$ cat config.mk
export PLATFORM = sky130hd
export DESIGN_NAME = dac_stream_pacer
export DESIGN_NICKNAME = d
export VERILOG_FILES = /design/src/rtl/dac_stream_pacer.sv
export SDC_FILE = /design/constraint.sdc
export NUM_CORES = 1
export LEC_CHECK = 0
export CORE_MARGIN = 1
export CORE_UTILIZATION = 30
export DETAILED_ROUTE_END_ITERATION = 6
export PLACE_DENSITY_LB_ADDON = 0.15
export SLEW_MARGIN = 20
export SYNTH_ARGS = -nofsm -noshare
export SYNTH_HDL_FRONTEND = slang
export SYNTH_SLANG_ARGS = --single-unit
$ cat constraint.sdc
create_clock -name mclk -period 5.5 [get_ports mclk]
set_input_delay 1.1 -clock mclk [delete_from_list [all_inputs] [get_ports mclk]]
set_output_delay 1.1 -clock mclk [all_outputs]
set_load 0.01 [all_outputs]
$ cat src/rtl/dac_stream_pacer.sv
// dac_stream_pacer
// Buffers upstream samples in a synchronous FIFO and releases one sample per
// programmable sample period into a single-entry output register that feeds
// the DAC driver. Reports fill level, underrun ticks and late ticks.
module dac_stream_pacer #(
    parameter int DATA_W = 16,
    parameter int DEPTH  = 16,
    parameter int DIV_W  = 16
) (
    input  logic                     mclk,
    input  logic                     rst,
    input  logic                     en,
    input  logic [DIV_W-1:0]         rate_div,
    input  logic                     s_axis_valid,
    output logic                     s_axis_ready,
    input  logic [DATA_W-1:0]        s_axis_data,
    output logic                     m_axis_valid,
    input  logic                     m_axis_ready,
    output logic [DATA_W-1:0]        m_axis_data,
    output logic [$clog2(DEPTH):0]   fifo_level,
    output logic                     underrun,
    output logic                     late,
    output logic [15:0]              underrun_cnt
);

    localparam int PTR_W = $clog2(DEPTH);
    localparam int LVL_W = PTR_W + 1;
    localparam logic [LVL_W-1:0] FULL_LVL = LVL_W'(DEPTH);

    // Storage and registered state
    logic [DATA_W-1:0] mem_q [DEPTH];
    logic [PTR_W-1:0]  wr_ptr_q, wr_ptr_d;
    logic [PTR_W-1:0]  rd_ptr_q, rd_ptr_d;
    logic [LVL_W-1:0]  level_q, level_d;
    logic              s_ready_q, s_ready_d;
    logic [DIV_W-1:0]  cnt_q, cnt_d;
    logic [DIV_W-1:0]  period_q, period_d;
    logic              out_valid_q, out_valid_d;
    logic [DATA_W-1:0] out_data_q, out_data_d;
    logic              underrun_q, underrun_d;
    logic              late_q, late_d;
    logic [15:0]       ucnt_q, ucnt_d;

    // Per-cycle events
    logic accept_s;
    logic reg_free_s;
    logic fifo_empty_s;
    logic tick_s;
    logic push_s;
    logic pop_s;
    logic under_s;
    logic late_evt_s;

    // Event decode: handshakes, divider tick and what the tick does.
    always_comb begin
        accept_s     = out_valid_q && m_axis_ready;
        // A register being drained this cycle is free for a same-cycle reload.
        reg_free_s   = !out_valid_q || accept_s;
        // Empty test uses the level before any same-cycle push.
        fifo_empty_s = (level_q == '0);
        tick_s       = en && (cnt_q == period_q);
        push_s       = s_axis_valid && s_ready_q;
        pop_s        = tick_s && reg_free_s && !fifo_empty_s;
        under_s      = tick_s && reg_free_s && fifo_empty_s;
        late_evt_s   = tick_s && !reg_free_s;
    end

    // Next-state computation for divider, FIFO bookkeeping and output register.
    always_comb begin
        cnt_d       = cnt_q;
        period_d    = period_q;
        wr_ptr_d    = wr_ptr_q;
        rd_ptr_d    = rd_ptr_q;
        level_d     = level_q;
        out_valid_d = out_valid_q;
        out_data_d  = out_data_q;
        underrun_d  = under_s;
        late_d      = late_q | late_evt_s;
        ucnt_d      = ucnt_q;

        // Divider: held at zero while disabled, wraps at the period.
        if (!en) begin
            cnt_d = '0;
        end else if (tick_s) begin
            cnt_d = '0;
        end else begin
            cnt_d = cnt_q + DIV_W'(1);
        end

        // New period only takes effect at a period boundary or while idle.
        if (!en || tick_s) begin
            period_d = rate_div;
        end else begin
            period_d = period_q;
        end

        if (push_s) begin
            wr_ptr_d = wr_ptr_q + PTR_W'(1);
        end else begin
            wr_ptr_d = wr_ptr_q;
        end

        if (pop_s) begin
            rd_ptr_d = rd_ptr_q + PTR_W'(1);
        end else begin
            rd_ptr_d = rd_ptr_q;
        end

        case ({push_s, pop_s})
            2'b10:   level_d = level_q + LVL_W'(1);
            2'b01:   level_d = level_q - LVL_W'(1);
            default: level_d = level_q;
        endcase

        // Output register: a pop reloads it, acceptance alone empties it.
        if (pop_s) begin
            out_valid_d = 1'b1;
            out_data_d  = mem_q[rd_ptr_q];
        end else if (accept_s) begin
            out_valid_d = 1'b0;
            out_data_d  = out_data_q;
        end else begin
            out_valid_d = out_valid_q;
            out_data_d  = out_data_q;
        end

        if (under_s && (ucnt_q != 16'hFFFF)) begin
            ucnt_d = ucnt_q + 16'd1;
        end else begin
            ucnt_d = ucnt_q;
        end
    end

    // Ready is registered and reflects whether the next state has room.
    always_comb begin
        s_ready_d = (level_d != FULL_LVL);
    end

    // FIFO storage write; contents need no reset since pointers define validity.
    always_ff @(posedge mclk) begin
        if (push_s) begin
            mem_q[wr_ptr_q] <= s_axis_data;
        end
    end

    // State register with synchronous reset; period is sampled during reset.
    always_ff @(posedge mclk) begin
        if (rst) begin
            wr_ptr_q    <= '0;
            rd_ptr_q    <= '0;
            level_q     <= '0;
            s_ready_q   <= 1'b0;
            cnt_q       <= '0;
            period_q    <= rate_div;
            out_valid_q <= 1'b0;
            out_data_q  <= '0;
            underrun_q  <= 1'b0;
            late_q      <= 1'b0;
            ucnt_q      <= 16'd0;
        end else begin
            wr_ptr_q    <= wr_ptr_d;
            rd_ptr_q    <= rd_ptr_d;
            level_q     <= level_d;
            s_ready_q   <= s_ready_d;
            cnt_q       <= cnt_d;
            period_q    <= period_d;
            out_valid_q <= out_valid_d;
            out_data_q  <= out_data_d;
            underrun_q  <= underrun_d;
            late_q      <= late_d;
            ucnt_q      <= ucnt_d;
        end
    end

    assign s_axis_ready = s_ready_q;
    assign m_axis_valid = out_valid_q;
    assign m_axis_data  = out_data_q;
    assign fifo_level   = level_q;
    assign underrun     = underrun_q;
    assign late         = late_q;
    assign underrun_cnt = ucnt_q;

endmodule

# After elaboration in Yosys (flattened, before gate mapping)
# Memory sizes are Yosys's and may differ from the RTL's. A register that Yosys moved wholly into a read port is not among the register bits.
# Cells that the tools add are included.
# word_totals
mem_count,1
wordCells,49
ram_bits,256
in_bits,37
output_inout_bits,41
ff_bits,65
# classes
eq_ne,5
reduce_logical,18
n_bitwise,2
muxes,7
addsub,6
# memory_table
name,words,width,rd,rd_clocked_by_memory_dff,write_ports,line_no,source
mem_q,16,16,1,1,1,31,logic [DATA_W-1:0] mem_q [DEPTH];
# ops
cell,count
"adder 16 x 1 -> 16 bit, second input constant",2
two-way mux 16 bit,2
== test 16 bit,1
"!= test 16 bit, second input constant",1
case mux 5 bit (2 select lines),1
"adder 4 x 1 -> 4 bit, second input constant",2
logical AND 1 bit,8
"adder 5 x 1 -> 5 bit, second input constant",1
logical NOT 5 bit,1
"!= test 5 bit, second input constant",1
"subtractor 5 x 1 -> 5 bit, second input constant",1
logical NOT 1 bit,4
two-way mux 1 bit,4
nonzero test 2 bit,2
OR reduction 3 bit,1
"== test 2 x 1 -> 1 bit, second input constant",1
"== test 2 bit, second input constant",1
logical OR 1 bit,2
inverter 1 bit,1
bitwise OR 1 bit,1

# Depth between registers and ports, before layout
# depth
depth_word,7
ltp_mapped,13

# Worst setup path before layout
# OpenSTA, ideal clock, no wires.
# synth_path
kind,input to register
from,in s_axis_valid
to,"reg s_ready_q, in the netlist s_axis_ready"
setup_time_ps,125
path_slack_ps,2277
stages,10
arrival_ps,3098
cell_sequence,and2_1 > clkbuf_1 > inv_1 > ha_1 > fa_1 > a21oi_1 > o21a_1 > and3_1 > a311oi_1 > o41a_1
# synth_via
elab_chain_len,4
# synth_lines
element,line_no,source
"start, declared",14,"input logic s_axis_valid,"
logical AND 1 bit *,62,push_s = s_axis_valid && s_ready_q;
== test 2 x 1 -> 1 bit or == test 2 bit (tied branches),109,"case ({push_s, pop_s})"
case mux 5 bit (2 select lines) *,109,
!= test 5 bit *,136,s_ready_d = (level_d != FULL_LVL);
"end signal, assigned",164,s_ready_q <= s_ready_d;
"end, declared",35,"logic s_ready_q, s_ready_d;"
# Mark *: on every way between the ends. The rest lies on a longest branch, timed or not.
# A chain may end at the register's enable or synchronous reset.

# Final worst setup path
# layout_path
from,reg period_q[15]
to,"reg s_ready_q, in the netlist s_axis_ready"
# layout_via
elab_chain_len,7
# layout_lines
element,line_no,source
"start, declared",37,"logic [DIV_W-1:0] period_q, period_d;"
"start signal, assigned",154,period_q <= rate_div;
"start signal, assigned",166,period_q <= period_d;
== test 16 bit *,61,tick_s = en && (cnt_q == period_q);
logical AND 1 bit *,61,
logical AND 1 bit * (2 in a row),63,pop_s = tick_s && reg_free_s && !fifo_empty_s;
== test 2 x 1 -> 1 bit or == test 2 bit (tied branches),109,
case mux 5 bit (2 select lines) *,109,
!= test 5 bit *,136,
# Marks and branches as above.

==> metrics.md <==
| Metric | Value |
|---|---|
| Status | finished, final reports clean |
| Htree depth | 2 |
| Layout cells sized above 1 | a little under a fifth |
| Setup ws final | between 1500 and 2000 ps |
| Max-slew headroom | a little under a third |
| Final Hold Viols | 0 |
| Detail Route met2 WL | roughly 14000 µm |
| CP Capture Type | register |
| Post-synth EDFFs | between 200 and 300 |
| CTS tree | built |
| Top cell type's share of synthesized area | just over 60% |
| Arrival time worst endpoint | roughly 4000 ps |
| Worst VDD drop | 0.1847 mV |
| Drt wl/cell | 20.84 µm |
| Port Buffers | just under 80 |
| # setup viols final | 0 |
| Yosys warns | 0 |
| Die height | approximately 210 µm |
| FFs w/ async S/R, synth | 0% |
| Vias/cell | about 4.8 |
| CP max stage cell | nor4_1 |
| CP max FO | 54 |
| WHS Endpoint | late$_SDFF_PP0_ |
| Vias | 7229 |
| Hold Crit Depth | 1 |
| Vias in the first global route | about 7.4k |
| Cells along the critical path | xor2_1 -> nor4_1 -> nand4_2 -> buf_4 -> nor2_1 -> ha_1 -> ha_1 -> a21oi_1 -> o21a_1 -> and3_1 -> a311oi_1 -> o41a_1 |
| Total negative slack | 0 ps |
| Root Buffer | clkbuf_16 |
| DRT Pass-1 Iters | 4 |
| First-pass GRT wire length | around 47000 µm |
| Fin crit period | between 3000 and 4000 ps |
| Sw Pwr | about 1.1 mW |
| Resize count post-CTS | 0 |
| Post-route ant nets | 0 |
| Synth top cells by count | edfxtp_1 (272), nor2_1 (69), dfxtp_1 (65), mux4_2 (64), a22o_1 (32) |
| Final period util | 65.72% |
| Switching share of total power | around 20% |
| Clock buffer depth | 3 |
| Post-layout nets | 946 |
| Combinational Power Share | about 2.3% |
| Wire length on met1 | between 10000 and 15000 µm |
| Wire length on met3 | around 1700 µm |
| Top sig layer | met4 |
| Ys flop type | edfxtp_1 |
| GP Congestion | roughly 0.76 |
| CP Class | reg -> reg |
| Crit-path most repeated cell | ha_1 |
| Required @ worst endpoint | 5920 ps |
| Sequential share of power | 49.7% |
| Flop2flop setup slack | 1890 ps |
| Lkg Pwr | between 5 and 6 nW |
| Register area share after synthesis | a little under three quarters |
| Post-CTS Setup Repair Bufs | 0 |
| DR iter-0 viols | around 560 |
| Core ar. | about 43000 µm² |
| CTS Buf Count | 39 |
| Cell internal pwr | roughly 4.5 mW |
| Largest cells by area after synthesis | edfxtp_1 (61%), mux4_2 (11%), dfxtp_1 (9.7%) |
| Actual slew at the worst max-slew pin | 1033 ps |
| Initial antenna violation count | 1 |
| Pwr per Cell Area | about 340 nW/µm² |
| Worst min-delay path startpoint | late$_SDFF_PP0_ |
| Library cells used by synthesis | 45 |
| Leading area contributor after synthesis | edfxtp_1 |
| Synth Instances | around 800 |
| DP Wirelength | approximately 18000 µm |
| CP bufs+invs | 1 |
| P&R area growth vs syn | 21.80% |
| Die width | ~210 µm |
| Max Cap Viol | 0 |
| CP peak stage delay | 400 ps |
| Remaining DRCs | 0 |
| Power share of the clock group | a little under half |
| RSZ-0062 raised after global routing | false |
| Most common cell in the netlist | edfxtp_1 |
| Die ar. | between 40000 and 50000 µm² |
| Yosys reg bits | between 300 and 400 |
| CP Launch Type | register |
| Worst reg2reg path endpoint | s_axis_ready$_SDFF_PP0_ |
| Largest net degree at the start of global routing | 55 |
| Reg-to-Reg Start | period_q[15]$_DFFE_PP_ |
| Synth Net Count | 845 |
| Worst R2R Path Depth | 12 |
| Final max-slew violation count | 0 |
| Clock latency on the worst-skew pair | roughly 540 ps |
| Clock Pin Slew Worst Setup and Hold Paths | around 60 ps |
| Hold buffer count at CTS | 0 |
| Site Rows | 76 |
| Worst Hold Class | reg -> reg |
| CP top delay family | simple AND/OR/NAND/NOR gates |
| CTS Sinks | ~340 |
| GRT overflow | 0 |
| I/O Pins | between 70 and 80 |
| Pre-CTS WS | between 1500 and 2000 ps |
| Starting Density | 30.72% |
| Syn_area_per_cell | 16.77 µm² |
| Total GRT Usage | around 14% |
| Final setup skew | 14.59 ps |
| Max Freq | approximately 280 MHz |
| Post-Syn Area | approximately 13000 µm² |
| WL final | about 32000 µm |
==> cells in the final DEF (no fill, tap or decap), types with 8 or more instances in the layout <==
| cell | count |
|---|---|
| a21oi_1 | 17 |
| clkbuf_16 | 40 |
| o21ai_0 | 11 |
| nand2_1 | 23 |
| a22o_1 | 32 |
| nor2_1 | 57 |
| or4_1 | 10 |
| clkinv_1 | 9 |
| dfxtp_1 | 63 |
| inv_1 | 12 |
| xor2_1 | 27 |
| ha_1 | 11 |
| o31ai_1 | 9 |
| edfxtp_1 | 272 |
| nor2_2 | 12 |
| xnor2_1 | 9 |
| nand3_1 | 15 |
| buf_4 | 27 |
| nand4_1 | 8 |
| o21ai_1 | 10 |
| clkdlybuf4s50_1 | 77 |
| o211ai_1 | 19 |
| mux4_2 | 64 |
==> layer usage <==
metal  global-route usage [%]  vias up
met2                    22.27      159
met1                    20.05     3672
met5                        0        -
li1                         -     3356
met4                    4.540        0
met3                    2.721       42
==> power groups by stage <==
| stage | clock network (mW) | logic (mW) | registers [mW] |
|---|---|---|---|
| floorplan | 0 | 0.0522 | 2.84 |
| global placement | 0 | 0.131 | 2.84 |
| detailed placement | 0 | 0.132 | 2.84 |
| CTS | 2.78 | 0.133 | 2.78 |
| global route | 2.87 | 0.143 | 2.79 |
| finish | 2.69 | 0.130 | 2.79 |
==> area by class of cell <==
| cell class | count | area [µm²] |
|---|---|---|
| clock buffer | 47 | 1027 |
| multi-input combinational | 403 | 3692 |
| sequential | 337 | 9474 |
| inverter | 12 | 45.04 |
| fill | 4078 | 27200 |
| tap | 585 | 732.0 |
| clock inverter | 25 | 311.5 |
| timing repair buffer | 104 | 973.4 |
| antenna | 1 | 2.502 |
==> through the flow <==
step | hold slack [ps] | std cells | total power, mW | utilization [%] | instance area [µm²]
after floorplan | 451.0 | 796 | 2.890 | - | 13350
after global placement | 453.5 | 1441 | 2.970 | 34.32 | 14910
after detailed placement | 461.6 | 1441 | 2.971 | 34.33 | 14920
after CTS | 475.7 | 1513 | 5.695 | 37.41 | 16260
after global routing | 506.0 | 1513 | 5.800 | 37.41 | 16260
final | 468.9 | 1514 | 5.607 | 37.41 | 16260
==> kinds of logic after synthesis <==
family / count (synthesis) / synth area share, %
adders and majority gates: 12 / 1.181
DFF: 337 / 70.94
muxes: 71 / 11.37
and+or+nand+nor: 175 / 6.552
xor gates and xnor gates: 36 / 2.362
AOI/OAI and AO/OA: 109 / 5.802
buffers and inverters: 56 / 1.790
==> registers in the layout (all words and copies together), names as in the netlist <==
name          count
underrun          1
period_q         16
mem_q           256
m_axis_valid      1
rd_ptr_q          4
late              1
cnt_q            16
m_axis_data      16
underrun_cnt     16
wr_ptr_q          4
fifo_level        5
s_axis_ready      1
==> worst max path at each step <==
stage,endpoint,cells after the start,start,slack [ps]
after floorplan,s_axis_ready$_SDFF_PP0_,10,s_axis_valid,2280
after global placement,s_axis_ready$_SDFF_PP0_,11,m_axis_ready,1600
after detailed placement,s_axis_ready$_SDFF_PP0_,11,m_axis_ready,1540
after CTS,s_axis_ready$_SDFF_PP0_,12,period_q[15]$_DFFE_PP_,1840
after global routing,s_axis_ready$_SDFF_PP0_,12,period_q[15]$_DFFE_PP_,1580
final,s_axis_ready$_SDFF_PP0_,12,period_q[15]$_DFFE_PP_,1890
No activity file was read; power rests on OpenSTA's default activity.
==> variant (same flow settings) <==
`DEPTH`: 16 -> 32.
--- a/src/rtl/dac_stream_pacer.sv
+++ b/src/rtl/dac_stream_pacer.sv
@@ -4,7 +4,7 @@
 // the DAC driver. Reports fill level, underrun ticks and late ticks.
 module dac_stream_pacer #(
     parameter int DATA_W = 16,
-    parameter int DEPTH  = 16,
+    parameter int DEPTH  = 32,
     parameter int DIV_W  = 16
 ) (
     input  logic                     mclk,
Interface: changed (resized fifo_level); port bits go from 78 to 79. The function was not compared with the original's and may differ.
==> variant against the original RTL <==
- setup slack better by 0.12 ns
- routed wire length grew 85%
- synthesized cell count up 64%
- largest cell class unchanged
- final area rose by 70%
- sequential share of layout area is 4.1 points higher
- synthesized area is 73% higher
- power rose by 72%
- die area is 73% higher
- via count increased by 67%
- utilization decreased by 1.1 points
- clock skew is 0.0087 ns higher
- hold slack worse by 0.017 ns
- sequential cell count increased by 259
- register-to-register slack better by 0.13 ns
==> variant: results <==
group,metric,value,unit
run_status,outcome,"complete, no violations",
yosys,synthTopCellsByCount,"edfxtp_1, mux4_2, nor2_1, nand2_1, dfxtp_1",
clock_network,htree_levels,3,
global_routing,grt_max_degree,44,
clock_network,numCtsBuffers,68,
min_path,min_path_cells,2,
global_routing,first_global_vias,12360,
power_and_ir_drop,leakage,8.417,nW
global_routing,grt_pass1_wl,86.03,mm
yosys,synth_xor_area_share,1.778,%
min_path,worstHoldStart,"m_axis_data[14]$_SDFFE_PP0P_",
place,dpl_cell_area,25410,sq um
layout,final.fill_count,7073,
yosys,syn_area_per_cell,17.78,sq um
yosys,ys_seq_area_share,74.37,%
global_routing,grt_usage,15.17,%
worst_setup_path,rrSetupSlack,2.02,ns
yosys,synth_adder_area_share,0.7351,%
yosys,synth_compound_area_share,4.205,%
place,port_buffers,78,
global_routing,antenna_found_initial,0,
clock_network,clock_latency,0.60,ns
routing,wire_per_inst,23.11,microns
worst_setup_path,crit_fanout,10,
place,dp_hpwl,34.20,mm
worst_setup_path,cpMaxStageDelayCell,"clkdlybuf4s50_1",
worst_setup_path,r2r-start,"fifo_level[0]$_SDFF_PP0_",
timing,holdWs,0.4517,ns
worst_setup_path,worst-setup-path-type,"input pin to register",
layout,drive_gt1_share,19.01,%
routing,drt_iter0_drc,953,
yosys,synth_mux_area_share,12.30,%
yosys,synthTopCellsByArea,"edfxtp_1, mux4_2, dfxtp_1",
worst_setup_path,cp.arrival,3.91,ns
routing,via_per_inst,4.793,
worst_setup_path,r2r_cells,13,
place,finalWeightedCongestion,0.7622,
routing,drt_wl_total,58.25,mm
timing,slew-limit-headroom,26.38,%
layout,utilization,36.26,%
place,dp.cells,2397,
variant: cell count changes in the layout (fill, tap and decap cells not counted), sizes merged, moves of 30 or more:
| cell | change |
|---|---|
| clkbuf | +42 |
| a21oi | +30 |
| a22oi | +31 |
| buf | +32 |
| edfxtp | +256 |
| a22o | -32 |
| mux4 | +34 |
| nand2 | +49 |
| mux2i | +62 |
variant: logic make-up (layout without fill, tap and decap cells):
group | after synthesis | in the layout
other | 0 | 1
AO/OA/AOI/OAI | 146 | 146
AND/OR/NAND/NOR | 255 | 255
flip-flops | 596 | 596
multiplexers | 162 | 162
XOR/XNOR | 47 | 47
adder cells (fa/ha/maj) | 13 | 13
buffers and inverters | 83 | 270
variant: area by class of cell:
class | count | area [sq um] | area share (%)
Sequential cell | 596 | 17230 | 62.33
Antenna cell | 1 | 2.502 | 0.009056
Clock buffer | 89 | 1831 | 6.624
Tap cell | 1030 | 1289 | 4.664
Inverter | 15 | 56.30 | 0.2037
Timing Repair Buffer | 133 | 1186 | 4.292
Multi-Input combinational cell | 623 | 5665 | 20.50
Clock inverter | 33 | 379.1 | 1.372
variant: power breakdown:
group / switching [W] / internal (W) / total (W)
logic: 0.000130 / 0.0000589 / 0.000189
clock network: 0.00178 / 0.00268 / 0.00447
registers: 0.0000126 / 0.00495 / 0.00496
variant: routing by layer:
layer	routed length, microns	global-route usage (%)	part of all wire [%]
met5	0	0	0
met4	847	3.699	1.5
met3	3048	3.178	5.2
met2	26410	23.01	45
met1	27940	22.11	48
variant: worst min-delay path, stage by stage, from the launching register on:
cell,delay [ns]
dfxtp_1,0.30
nand2_1,0.05
a21oi_1,0.05
